==> config.mk <==
export PLATFORM = sky130hd
export DESIGN_NAME = serial_add
export DESIGN_NICKNAME = d
export VERILOG_FILES = /design/src/rtl/serial_add_pkg.sv /design/src/rtl/digit_add.sv /design/src/rtl/serial_add.sv
export SDC_FILE = /design/constraint.sdc
export NUM_CORES = 1
export LEC_CHECK = 0
export CAP_MARGIN = 15
export CORE_MARGIN = 2
export CORE_UTILIZATION = 33
export CTS_CLUSTER_SIZE = 12
export DETAILED_ROUTE_END_ITERATION = 10
export PLACE_DENSITY = 0.51
export SETUP_SLACK_MARGIN = 0.05
export SYNTH_ARGS = -nofsm -noshare
export SYNTH_HDL_FRONTEND = slang
export SYNTH_SLANG_ARGS = --single-unit
export TNS_END_PERCENT = 50
==> constraint.sdc <==
create_clock -name clk -period 3.1 [get_ports clk]
set_clock_uncertainty 0.15 [all_clocks]
set_input_delay 0.93 -clock clk [delete_from_list [all_inputs] [get_ports clk]]
set_output_delay 0.93 -clock clk [all_outputs]
set_load 0.01 [all_outputs]
==> src/rtl/serial_add_pkg.sv <==
// Shared definitions for the digit-serial adder: FSM state encoding and
// helpers that size the digit counter from the operand geometry.
package serial_add_pkg;

   // Two-state controller: waiting for a request, or stepping through digits
   typedef enum logic {
      ST_IDLE = 1'b0,
      ST_RUN  = 1'b1
   } state_t;

   // Number of digit steps needed to cover the whole operand
   function automatic int num_digits(input int width, input int digit);
      return width / digit;
   endfunction

   // Counter must be able to hold every value 0..n
   function automatic int count_width(input int n);
      return (n < 1) ? 1 : $clog2(n + 1);
   endfunction

endpackage

==> src/rtl/digit_add.sv <==
// Combinational DIGIT-bit adder slice. Besides sum and carry-out it reports
// the carry into its top bit, which the parent needs for signed overflow.
module digit_add #(
   parameter int DIGIT = 1
) (
   input  logic [DIGIT-1:0] x,
   input  logic [DIGIT-1:0] y,
   input  logic             ci,
   output logic [DIGIT-1:0] s,
   output logic             co,
   output logic             cmsb
);

   // DIGIT+1 bit addition; the extra top bit is the carry out of the slice
   assign {co, s} = {1'b0, x} + {1'b0, y} + {{DIGIT{1'b0}}, ci};

   // The top sum bit is x ^ y ^ carry-in at that position, so the carry into
   // the top bit can be recovered without a second adder
   assign cmsb = s[DIGIT-1] ^ x[DIGIT-1] ^ y[DIGIT-1];

endmodule

==> src/rtl/serial_add.sv <==
// Digit-serial adder: sums two WIDTH-bit operands plus carry-in, DIGIT bits
// per clock, LSB first, through a single shared digit_add slice. Results are
// published only on completion, flagged by a one-cycle done pulse.
module serial_add
   import serial_add_pkg::*;
#(
   parameter int WIDTH  = 8,
   parameter int DIGIT  = 1,
   parameter int SIGNED = 0
) (
   input  logic             clk,
   input  logic             reset,
   input  logic             start,
   input  logic [WIDTH-1:0] a,
   input  logic [WIDTH-1:0] b,
   input  logic             cin,
   output logic             busy,
   output logic             done,
   output logic [WIDTH-1:0] sum,
   output logic             cout,
   output logic             overflow
);

   localparam int N  = num_digits(WIDTH, DIGIT);
   localparam int CW = count_width(N);

   // Reject geometries where the digits would not tile the operand exactly
   generate
      if (WIDTH < 1 || DIGIT < 1 || DIGIT > WIDTH || (WIDTH % DIGIT) != 0) begin : g_bad_params
         $error("serial_add: DIGIT must be >= 1 and divide WIDTH exactly");
      end
   endgenerate

   state_t                 state;
   state_t                 state_next;
   logic [WIDTH-1:0]       a_shift;
   logic [WIDTH-1:0]       b_shift;
   logic [WIDTH-1:0]       sum_shift;
   logic [WIDTH+DIGIT-1:0] sum_cat;
   logic                   carry;
   logic [CW-1:0]          count;
   logic [DIGIT-1:0]       slice_s;
   logic                   slice_co;
   logic                   slice_cmsb;
   logic                   accept;
   logic                   last_step;

   assign accept    = (state == ST_IDLE) && start;
   assign last_step = (state == ST_RUN) && (count == CW'(N - 1));
   assign busy      = (state == ST_RUN);

   // New digit bits enter at the top of the sum shift register
   assign sum_cat = {slice_s, sum_shift};

   digit_add #(
      .DIGIT(DIGIT)
   ) u_slice (
      .x    (a_shift[DIGIT-1:0]),
      .y    (b_shift[DIGIT-1:0]),
      .ci   (carry),
      .s    (slice_s),
      .co   (slice_co),
      .cmsb (slice_cmsb)
   );

   // State register
   always_ff @(posedge clk or posedge reset) begin
      if (reset) state <= ST_IDLE;
      else       state <= state_next;
   end

   // Next-state logic: leave IDLE on an accepted start, return after the last digit
   always_comb begin
      state_next = state;
      case (state)
         ST_IDLE: if (start)     state_next = ST_RUN;
         ST_RUN:  if (last_step) state_next = ST_IDLE;
         default:                state_next = ST_IDLE;
      endcase
   end

   // Datapath: capture operands on start, step one digit per cycle while
   // running, and publish sum/cout/overflow only on the final step
   always_ff @(posedge clk or posedge reset) begin
      if (reset) begin
         a_shift   <= '0;
         b_shift   <= '0;
         sum_shift <= '0;
         carry     <= 1'b0;
         count     <= '0;
         done      <= 1'b0;
         sum       <= '0;
         cout      <= 1'b0;
         overflow  <= 1'b0;
      end else begin
         done <= 1'b0;
         if (accept) begin
            a_shift   <= a;
            b_shift   <= b;
            sum_shift <= '0;
            carry     <= cin;
            count     <= '0;
         end else if (state == ST_RUN) begin
            a_shift   <= a_shift >> DIGIT;
            b_shift   <= b_shift >> DIGIT;
            sum_shift <= sum_cat[WIDTH+DIGIT-1:DIGIT];
            carry     <= slice_co;
            count     <= count + 1'b1;
            if (last_step) begin
               sum      <= sum_cat[WIDTH+DIGIT-1:DIGIT];
               cout     <= slice_co;
               overflow <= (SIGNED != 0) ? (slice_cmsb ^ slice_co) : slice_co;
               done     <= 1'b1;
            end
         end
      end
   end

endmodule

* Word-level counts from Yosys, hierarchy flattened *
Cells that the tools add are included.

word-level totals
  register bits = 40
  logic and storage cells = 35
  output and inout bits = 12
  input port bits = 20

cells by class
  reductions and logical operators = 4
  equality and inequality tests = 1
  bitwise gates (word level) = 2
  add/subtract/negate cells = 3
  mux-type cells = 16

operator list
  operator             count
  $mux 8               6
  $mux 4               2
  $mux 1               7
  $add 4x1->4 const B  1
  $eq 4x3->1 const B   1
  $reduce_and 3->1     1
  $add 1x1->2          1
  $add 2x1->2          1
  $logic_and 1x1->1    2
  $not 1->1            2
  $pmux 1 s2           1
  $reduce_bool 2->1    1

* Longest topological paths before layout *
Gate-level depths: netlist of run 1.

  depth after elaboration = 5
  depth in mapped cells = 4
  mapped depth without buffers = 4

* Cells and area by module *
From an unflattened synthesis of run 1, not the netlist that was laid out.

second synthesis, totals
  cell total of the unflattened synthesis = 147
  area total of the unflattened synthesis = 1,691.6 um2

by module, submodules not included
  module      instances  area each (um2)  cells each  seq. area each (um2)
  serial_add  1          1,647.8          145         975.9
  digit_add   1          43.8             2           0.0

* Least setup slack after synthesis of run 1 *
OpenSTA, ideal clock, no wires.

  path type = input-to-reg
  from = input start
  to = register a_shift[0]
  stages on the path = 4
  buffers on the path = 2
  library setup time = 0.135 ns
  slack = 1.313 ns
  data arrival time = 1.502 ns
  required time = 2.815 ns
  path through = buf_4 > buf_6 > mux2i_1 > o21ai_0

on the way
  cells in the longest elaborated chain, start to end = 2
  elaborated cells on any way between the ends = 3
  those cells by class = mux: 1; reduce/logical: 2

ends and longest elaborated chain
  what                                                RTL line           text
  start, declared                                     serial_add.sv:13   input logic start,
  $logic_and 1x1->1 (*)                               serial_add.sv:48   assign accept = (state == ST_IDLE) && start;
  $mux 8 / $reduce_bool 2->1 (equally long branches)  -
  end signal, assigned                                serial_add.sv:104  a_shift <= a_shift >> DIGIT;
  end, declared                                       serial_add.sv:36   logic [WIDTH-1:0] a_shift;

Every way passes the cells marked *; elsewhere a longest branch is shown, timed or not.
A chain may end at the register's enable or synchronous reset.

==> results of run 1 <==
-- path summary, 6_finish.rpt --
check / slack (ns) / endpoint / cells after the start
min in group asynchronous: 0.91 / sum[3] / 3
setup reg to reg: 1.47 / sum[3] / 3
hold reg to reg: 0.33 / count[3] / 1
max in group asynchronous: 1.56 / a_shift[2] / 3
setup / recovery: 0.81 / cout / 1
hold / removal: 0.33 / count[3] / 1
-- kinds of logic after synthesis --
| logic type | Yosys count | share of synthesized area |
|---|---|---|
| AO/OA/AOI/OAI | 26 | 0.0805 |
| AND/OR/NAND/NOR | 37 | 0.0985 |
| multiplexers | 28 | 0.176 |
| flip-flops | 39 | 0.586 |
| buffers and inverters | 12 | 0.0391 |
| adder cells (fa/ha/maj) | 2 | 0.0195 |
-- cells in the mapped netlist (all sizes together) (3+ instances only) --
cell type	count	area, um^2
buf	5	38.8
clkbuf	4	15.0
nor2	4	15.0
mux2i	18	180
nand2	30	113
inv	3	11.3
o21ai	25	125
mux2	10	113
dfrtp	39	976
-- flip-flops by register name, summed over array words and instances, names as in the netlist --
name       flops
overflow       1
b_shift        8
a_shift        8
count          4
busy           1
sum            8
sum_shift      7
carry          1
done           1
-- area by class of cell --
| type | instances | share of cell area |
|---|---|---|
| clock buffers | 6 | 0.0385 |
| clock inverters | 2 | 0.0163 |
| inverters | 3 | 0.00525 |
| multi-input cells | 93 | 0.291 |
| flip-flops and latches | 39 | 0.455 |
| well taps | 67 | 0.0391 |
| repair buffers | 34 | 0.155 |
-- metrics by stage --
step           utilization  area, um^2
6_report             0.448        2140
4_1_cts              0.448        2140
2_1_floorplan            -        1660
5_1_grt              0.448        2140
3_3_place_gp         0.424        2030
3_5_place_dp         0.424        2030
-- routing by layer --
layer,global-route usage,vias up,wire [um]
met5,0,-,0
met4,0.0595,0,42
met3,0.0455,4,193
met2,0.175,34,1360
met1,0.165,552,1380
li1,-,546,-
-- power by group --
group | switching, mW | total, mW | internal [mW]
Sequential | 0.118 | 0.818 | 0.700
Clock | 0.176 | 0.437 | 0.260
Combinational | 0.264 | 0.571 | 0.306
==> reports/metrics.csv, run 1 <==
stage,metric,value,unit
outcome,status,finished clean,
logic_synthesis,async_flop_share,1.00,
clock_tree,clk_pin_slew,0.08,ns
final_layout,diodes,0,
global_route,grt_pass1_wl,5010,um
logic_synthesis,synth-seq-cells,39,
setup_path,cp_max_fo,3,
final_layout,nNetsFinal,198,
pwr,power.total,1.83,mW
final_layout,multi_input_area,623,um^2
place,portBuffers,31,
timing,max_freq,437,MHz
setup_path,cp.required,2.02,ns
logic_synthesis,synth_nets,166,
logic_synthesis,netlist_area,0.00166,mm^2
global_route,grt-ovfl-total,0,
final_layout,regArea,976,um^2
routing,wl,2980,um
clock_tree,cts_tree,built,
logic_synthesis,synth_ff_type,dfrtp_1,
logic_synthesis,ys_types,17,
setup_path,worstPathCellList,clkdlybuf4s50_1,
timing,tightestPinTransition,0.486,ns
clock_tree,clock-sinks,39,
hold_path,hold_class,reg2reg,
clock_tree,h-tree-depth,2,
clock_tree,cts_resized,0,
timing,whs,0.331,ns
logic_synthesis,synth_area_per_cell,11.6,um^2
final_layout,drive_gt1_frac,0.124,
clock_tree,cts_made_buffers,5,
pwr,irDropWorstVdd,0.392,mV
routing,vias,1136,
final_layout,final_cells,244,
final_layout,area_delta_synth_final,28.9,%
routing,routedWlPerCell,12.2,um
clock_tree,cts_buffer_depth,2,
timing,finalSetupViolations,0,
place,placed_cells_incl_taps,236,
hold_path,worstHoldStart,count[3],
global_route,grt_pass1_vias,1055,
setup_path,crit_path_max_incr_delay,0.54,ns
pwr,leakage,0.994,nW
logic_synthesis,ys_seq_area_frac,0.586,
global_route,grt_antenna_before_repair,0,
routing,drtPass1Iterations,4,
final_layout,layout_common_cells,"dfrtp_1 (39), clkdlybuf4s50_1 (31), nand2_1 (30), o21ai_0 (25), mux2i_1 (18)",
clock_tree,cts_post_setup_buffers_inserted,0,
timing,slew_headroom,0.676,
clock_tree,cts_root_buf,clkbuf_8,
place,pre_cts_ws,0.636,ns
global_route,grt_max_degree,55,
timing,hold_viol_final,0,
floorplanning,die-area,0.00563,mm^2
setup_path,path_buf_inv,1,
floorplanning,initial_core_util,0.348,
setup_path,cp_top_family,buffers and inverters,
setup_path,r2r_start,busy,
timing,final_max_slew_viol_count,0,
timing,period_needed,2.29,ns
clock_tree,clock_latency,0.29,ns
job,cap_violations,0,
setup_path,worstSetupStartpointType,register,
setup_path,critPathLaunch,overflow,
floorplanning,coreArea,0.00479,mm^2
routing,avgViaCountPerCell,4.66,
floorplanning,die_y,75.0,um
routing,drtAntennaViolNets,0,
timing,fin_ws,0.812,ns
routing,drt_iter0_markers,68,
global_route,track_usage,0.123,
logic_synthesis,synthCells,144,
timing,fin_crit_sh,0.738,
final_layout,layout_commonest_cell,dfrtp_1,
setup_path,cp-end-kind,primary output,
final_layout,fillCellCount,432,
setup_path,critical_path_class,reg2out,
routing,drc_errors,0,
floorplanning,pin_count,32,
pwr,power_density,851,mW/mm^2
setup_path,critPathArrivalTime,1.21,ns
floorplanning,fp.dieW,75.0,um
logic_synthesis,yosys_warnings,0,
place,gp_congestion,0.727,
timing,finalSetupTns,0,ns
clock_tree,postCtsHoldBufs,0,
floorplanning,rows,25,
setup_path,worst_path_max_delay_cell,clkdlybuf4s50_1,
timing,rsz0062_at_grt,no,
logic_synthesis,synth_edf_count,0,
place,hpwl,1950,um
(Power assumes the default switching activity.)
==> run 2, diff against run 1 <==
--- a/config.mk
+++ b/config.mk
@@ -10,7 +10,7 @@
 export CORE_UTILIZATION = 33
 export CTS_CLUSTER_SIZE = 12
 export DETAILED_ROUTE_END_ITERATION = 10
-export PLACE_DENSITY = 0.51
+export PLACE_DENSITY = 0.53
 export SETUP_SLACK_MARGIN = 0.05
 export SYNTH_ARGS = -nofsm -noshare
 export SYNTH_HDL_FRONTEND = slang
==> constraint.sdc (replaced) <==
create_clock -name clk -period 1.9 [get_ports clk]
set_clock_uncertainty 0.15 [all_clocks]
set_input_delay 0.57 -clock clk [delete_from_list [all_inputs] [get_ports clk]]
set_output_delay 0.57 -clock clk [all_outputs]
set_load 0.01 [all_outputs]
==> run 2 against run 1 <==
Die area stayed put. Hold slack worse by 0.0034 ns. Design area down 0.12%. Global-route usage is 0.064 points lower. Largest power group unchanged. Final cell count stayed put. Via count down 3.9%. Highest routed layer unchanged. Clock power rose by 26%. Critical endpoint unchanged.
==> reports/metrics.csv, run 2 (same netlist as run 1, synthesis figures left out) <==
stage,metric,value,unit,change
routing,drtPass1Iterations,3,,was 4
final_layout,largestRegisters,"a_shift (8), b_shift (8), sum (8)",,unchanged
routing,dr_wl_met3,151,um,was 193 um
timing,max_freq,593,MHz,
routing,drc_errors,0,,unchanged
clock_tree,cts_root_buf,clkbuf_8,,unchanged
place,pre_cts_ws,-0.0470,ns,was 0.636 ns
setup_path,cp_top_family,flip-flops,,was buffers and inverters
routing,drt_iter0_markers,51,,was 68
final_layout,layout_commonest_cell,dfrtp_1,,unchanged
global_route,grt-ovfl-total,0,,unchanged
routing,route.met2.wl,1400,um,was 1360 um
timing,hold_viol_final,0,,unchanged
routing,vias,1092,,was 1136
final_layout,fillCellCount,450,,was 432
hold_path,hold_class,reg2reg,,unchanged
pwr,power.share.clock,0.199,,was 0.239
final_layout,final_cells,244,,unchanged
final_layout,layout_common_cells,"dfrtp_1 (39), nand2_1 (30), o21ai_0 (25), clkdlybuf4s50_1 (19), mux2i_1 (18)",,"was dfrtp_1 (39), clkdlybuf4s50_1 (31), nand2_1 (30), o21ai_0 (25), mux2i_1 (18)"
pwr,p_sw,0.883,mW,was 0.558 mW
pwr,power_frac_comb,0.321,,was 0.313
setup_path,worst_path_max_delay_cell,dfrtp_1,,was clkdlybuf4s50_1
final_layout,postLayoutCoreUtil,0.448,,about the same
timing,finalSetupTns,0,ns,unchanged
setup_path,worstPathCellList,dlygate4sd2_1,,was clkdlybuf4s50_1
job,cap_violations,0,,unchanged
floorplanning,die-area,0.00563,mm^2,unchanged
setup_path,critPathArrivalTime,0.97,ns,was 1.21 ns
floorplanning,die_y,75.0,um,unchanged
global_route,grt_max_degree,55,,unchanged
setup_path,cp_max_fo,3,,unchanged
place,hpwl,2040,um,was 1950 um
setup_path,worstSetupStartpointType,register,,unchanged
pwr,leakage,1.10,nW,was 0.994 nW
routing,routedWlPerCell,12.1,um,was 12.2 um
floorplanning,initial_core_util,0.348,,unchanged
pwr,p_int,1.88,mW,was 1.27 mW
timing,tightestPinTransition,0.453,ns,was 0.486 ns
setup_path,crit_path_max_incr_delay,0.40,ns,was 0.54 ns
outcome,status,finished clean,,unchanged
final_layout,drive_gt1_frac,0.124,,unchanged
place,placed_cells_incl_taps,237,,was 236
clock_tree,cts_buffer_depth,2,,unchanged
setup_path,r2r_slack,0.28,ns,was 1.47 ns
place,portBuffers,31,,unchanged
clock_tree,cts_post_setup_buffers_inserted,0,,unchanged
timing,period_needed,1.69,ns,
setup_path,critical_path_class,reg2out,,unchanged
timing,finalSetupViolations,0,,unchanged
floorplanning,rows,25,,unchanged
routing,wl,2940,um,was 2980 um
place,gp_congestion,0.651,,was 0.727
final_layout,area_delta_synth_final,28.7,%,was 28.9%
pwr,swShare,0.320,,was 0.306
routing,route.layer.met1.wl,1340,um,was 1380 um
routing,highest_layer,met4,,unchanged
routing,drtAntennaViolNets,0,,unchanged
final_layout,diodes,0,,unchanged
global_route,grt_pass1_vias,1111,,was 1055
clock_tree,clock-sinks,39,,unchanged
global_route,track_usage,0.122,,was 0.123
floorplanning,coreArea,0.00479,mm^2,unchanged
timing,fin_crit_sh,0.888,,
global_route,grt_pass1_wl,5100,um,was 5010 um
clock_tree,h-tree-depth,2,,unchanged
timing,rsz0062_at_grt,no,,unchanged
clock_tree,cts_made_buffers,5,,unchanged
timing,final_max_slew_viol_count,0,,unchanged
timing,fin_ws,0.213,ns,was 0.812 ns
setup_path,cp.required,1.18,ns,was 2.02 ns
setup_path,path_buf_inv,1,,unchanged
pwr,irDropWorstVdd,0.844,mV,was 0.392 mV
setup_path,cp-end-kind,primary output,,unchanged
floorplanning,fp.dieW,75.0,um,unchanged
global_route,grt_antenna_before_repair,0,,unchanged
floorplanning,pin_count,32,,unchanged
pwr,seq_power_share,0.480,,was 0.448
pwr,power_density,1290,mW/mm^2,was 851 mW/mm^2
timing,slew_headroom,0.698,,was 0.676
final_layout,nNetsFinal,199,,was 198
clock_tree,clk_pin_slew,0.07,ns,was 0.08 ns
clock_tree,cts_tree,built,,unchanged
routing,avgViaCountPerCell,4.48,,was 4.66
clock_tree,clock_latency,0.28,ns,was 0.29 ns
==> run 2: cell count changes in the layout (fill, tap and decap cells not counted), sizes merged <==
| cell | change |
|---|---|
| dlymetal6s2s | +6 |
| dlygate4sd2 | +6 |
| buf | +1 |
| bufinv | -1 |
| clkdlybuf4s50 | -12 |
==> run 2: worst paths after layout <==
path	start	cells after the start	endpoint
max in group asynchronous	reset	3	b_shift[4]
worst max-delay path	overflow	1	cout
min in group asynchronous	reset	3	sum[3]
worst min-delay path	a_shift[6]	2	a_shift[5]
worst min register to register	a_shift[6]	2	a_shift[5]
worst max register to register	busy	3	sum[0]
==> run 2: stage by stage <==
step / total power, mW / area, um^2 / hold slack (ns)
after global placement: 2.26 / 2050 / 0.305
final: 2.76 / 2140 / 0.328
after detailed placement: 2.31 / 2050 / 0.317
after floorplan: 1.93 / 1660 / 0.290
after CTS: 2.84 / 2130 / 0.329
after global routing: 3.00 / 2140 / 0.354
==> run 2: cell type report <==
type | instances | area (um^2) | share of cell area
Clock buffer | 6 | 82.6 | 0.0386
Clock inverter | 1 | 5.00 | 0.00234
Inverter | 3 | 11.3 | 0.00526
Tap cell | 67 | 83.8 | 0.0391
Timing Repair Buffer | 35 | 360 | 0.168
Multi-Input combinational cell | 93 | 623 | 0.291
Sequential cell | 39 | 976 | 0.456
==> run 2: metal layers <==
metal | up-vias | global-route usage
li1 | 552 | -
met1 | 516 | 0.153
met2 | 18 | 0.191
met3 | 6 | 0.0482
met4 | 0 | 0.0476
met5 | - | 0
==> run 2: power groups by stage <==
stage	Clock, mW	Combinational [mW]	Sequential [mW]
2_1_floorplan	0	0.581	1.35
3_3_place_gp	0	0.925	1.34
3_5_place_dp	0	0.957	1.35
4_1_cts	0.585	0.923	1.33
5_1_grt	0.621	1.01	1.37
6_report	0.550	0.886	1.33
==> run 2: repair_timing <==
item	CTS	global route
hold buffers	0	0
endpoints found under the hold margin	0	0
gates resized for setup	6	6
setup endpoints to repair	12	6
==> run 3, diff against run 2 <==
--- a/config.mk
+++ b/config.mk
@@ -6,10 +6,11 @@
 export NUM_CORES = 1
 export LEC_CHECK = 0
 export CAP_MARGIN = 15
-export CORE_MARGIN = 2
+export CORE_MARGIN = 1.5
 export CORE_UTILIZATION = 33
 export CTS_CLUSTER_SIZE = 12
 export DETAILED_ROUTE_END_ITERATION = 10
+export GPL_TIMING_DRIVEN = 1
 export PLACE_DENSITY = 0.53
 export SETUP_SLACK_MARGIN = 0.05
 export SYNTH_ARGS = -nofsm -noshare
==> run 3 against run 2 <==
Non-clock buffer count is the same. Combinational power shrank 2%. Flip-flop and latch count is the same. Design area grew 0.12%. Die area shrank 2.6%. Hold slack gained 0.0057 ns. First-iteration DRC count shrank 7.8%. Critical endpoint unchanged.
==> reports/metrics.csv, run 3 (same netlist as run 1, synthesis figures left out) <==
stage,metric,value,unit,change
timing,finalSetupTns,0,ns,unchanged
final_layout,largestRegisters,"a_shift (8), b_shift (8), sum (8)",,unchanged
setup_path,cp_top_family,flip-flops,,unchanged
final_layout,nNetsFinal,199,,unchanged
place,hpwl,2000,um,was 2040 um
place,placed_cells_incl_taps,237,,unchanged
final_layout,diodes,0,,unchanged
global_route,track_usage,0.125,,was 0.122
setup_path,cp-end-kind,primary output,,unchanged
final_layout,layout_commonest_cell,dfrtp_1,,unchanged
setup_path,worstSetupStartpointType,register,,unchanged
timing,fin_crit_sh,0.888,,about the same
routing,avgViaCountPerCell,4.53,,was 4.48
routing,drt_iter0_markers,47,,was 51
setup_path,critical_path_class,reg2out,,unchanged
floorplanning,fp.dieW,74.0,um,was 75.0 um
clock_tree,cts_buffer_depth,2,,unchanged
clock_tree,cts_root_buf,clkbuf_8,,unchanged
job,cap_violations,0,,unchanged
floorplanning,initial_core_util,0.348,,unchanged
floorplanning,coreArea,0.00479,mm^2,unchanged
pwr,leakage,1.04,nW,was 1.10 nW
timing,finalSetupViolations,0,,unchanged
setup_path,crit_path_max_incr_delay,0.39,ns,was 0.40 ns
clock_tree,postCtsHoldBufs,0,,unchanged
clock_tree,cts_tree,built,,unchanged
timing,max_freq,593,MHz,about the same
setup_path,cp.required,1.18,ns,about the same
routing,drtPass1Iterations,2,,was 3
place,gp_congestion,0.652,,was 0.651
clock_tree,clock_latency,0.29,ns,was 0.28 ns
setup_path,critPathArrivalTime,0.97,ns,about the same
global_route,grt_pass1_vias,1085,,was 1111
clock_tree,clock-sinks,39,,unchanged
routing,drc_errors,0,,unchanged
routing,wl,3040,um,was 2940 um
routing,routedWlPerCell,12.4,um,was 12.1 um
floorplanning,pin_count,32,,unchanged
routing,drtAntennaViolNets,0,,unchanged
final_layout,drive_gt1_frac,0.129,,was 0.124
setup_path,cp_max_fo,3,,unchanged
pwr,irDropWorstVdd,0.911,mV,was 0.844 mV
global_route,grt_pass1_wl,5050,um,was 5100 um
clock_tree,clk_pin_slew,0.08,ns,was 0.07 ns
setup_path,worstPathCellList,dlygate4sd2_1,,unchanged
final_layout,fillCellCount,442,,was 450
hold_path,hold_class,reg2reg,,unchanged
clock_tree,h-tree-depth,2,,unchanged
global_route,grt_max_degree,55,,unchanged
final_layout,final_cells,245,,was 244
final_layout,area_delta_synth_final,28.9,%,was 28.7%
timing,rsz0062_at_grt,no,,unchanged
timing,final_max_slew_viol_count,0,,unchanged
floorplanning,rows,25,,unchanged
timing,slew_headroom,0.692,,was 0.698
timing,tightestPinTransition,0.462,ns,was 0.453 ns
place,portBuffers,31,,unchanged
floorplanning,die-area,0.00548,mm^2,was 0.00563 mm^2
final_layout,postLayoutCoreUtil,0.448,,about the same
global_route,grt_antenna_before_repair,0,,unchanged
clock_tree,cts_made_buffers,5,,unchanged
pwr,power_density,1340,mW/mm^2,was 1290 mW/mm^2
floorplanning,die_y,74.0,um,was 75.0 um
routing,vias,1111,,was 1092
global_route,grt-ovfl-total,0,,unchanged
clock_tree,cts_resized,12,,was 6
setup_path,worst_path_max_delay_cell,dfrtp_1,,unchanged
timing,hold_viol_final,0,,unchanged
clock_tree,cts_post_setup_buffers_inserted,0,,unchanged
pwr,power.total,2.88,mW,was 2.76 mW
final_layout,layout_common_cells,"dfrtp_1 (39), nand2_1 (30), o21ai_0 (25), clkdlybuf4s50_1 (19), mux2i_1 (18)",,unchanged
setup_path,path_buf_inv,1,,unchanged
outcome,status,finished clean,,unchanged
timing,period_needed,1.69,ns,about the same
-- run 3: changes by cell type in the layout (fill, tap and decap cells not counted), sizes merged --
cell	previous run	this run
dlymetal6s2s	6	0
clkbuf	6	5
bufinv	0	1
clkinv	1	2
dlygate4sd2	6	12
-- run 3: metrics by stage --
stage / cell area (um^2) / setup WS (ns) / hold WS [ns]
global placement: 2050 / 0.0222 / 0.306
global route: 2140 / 0.137 / 0.366
floorplan: 1660 / 0.291 / 0.290
detailed placement: 2050 / -0.0296 / 0.323
finish: 2140 / 0.213 / 0.333
CTS: 2140 / 0.193 / 0.340
-- run 3: area by class of cell --
cell class	instances	area (um^2)	share of cell area
Multi-Input combinational cell	93	623	0.291
Clock inverter	3	43.8	0.0204
Sequential cell	39	976	0.455
Inverter	3	11.3	0.00525
Clock buffer	5	68.8	0.0321
Timing Repair Buffer	35	338	0.158
Tap cell	67	83.8	0.0391
-- run 3: where the power goes --
part	internal [mW]	total, mW	switching, mW
Sequential	1.14	1.33	0.187
Clock	0.391	0.680	0.289
Combinational	0.430	0.870	0.441
Total	1.96	2.88	0.917
-- run 3: path summary, 6_finish.rpt --
| path | from | end | slack (ns) | depth (start not counted) |
|---|---|---|---|---|
| setup / recovery | overflow | cout | 0.21 | 1 |
| hold / removal | b_shift[4] | b_shift[3] | 0.33 | 2 |
| setup reg to reg | busy | sum[2] | 0.25 | 3 |
| hold reg to reg | b_shift[4] | b_shift[3] | 0.33 | 2 |
| max in group asynchronous | reset | b_shift[7] | 0.92 | 3 |
| min in group asynchronous | reset | sum[3] | 0.48 | 3 |
-- run 3: metal layers --
layer	vias up	routed length [um]	track usage
met2	18	1440	0.192
met1	536	1400	0.155
met4	0	48	0.0494
met3	5	155	0.0528
met5	-	0	0
li1	552	-	-
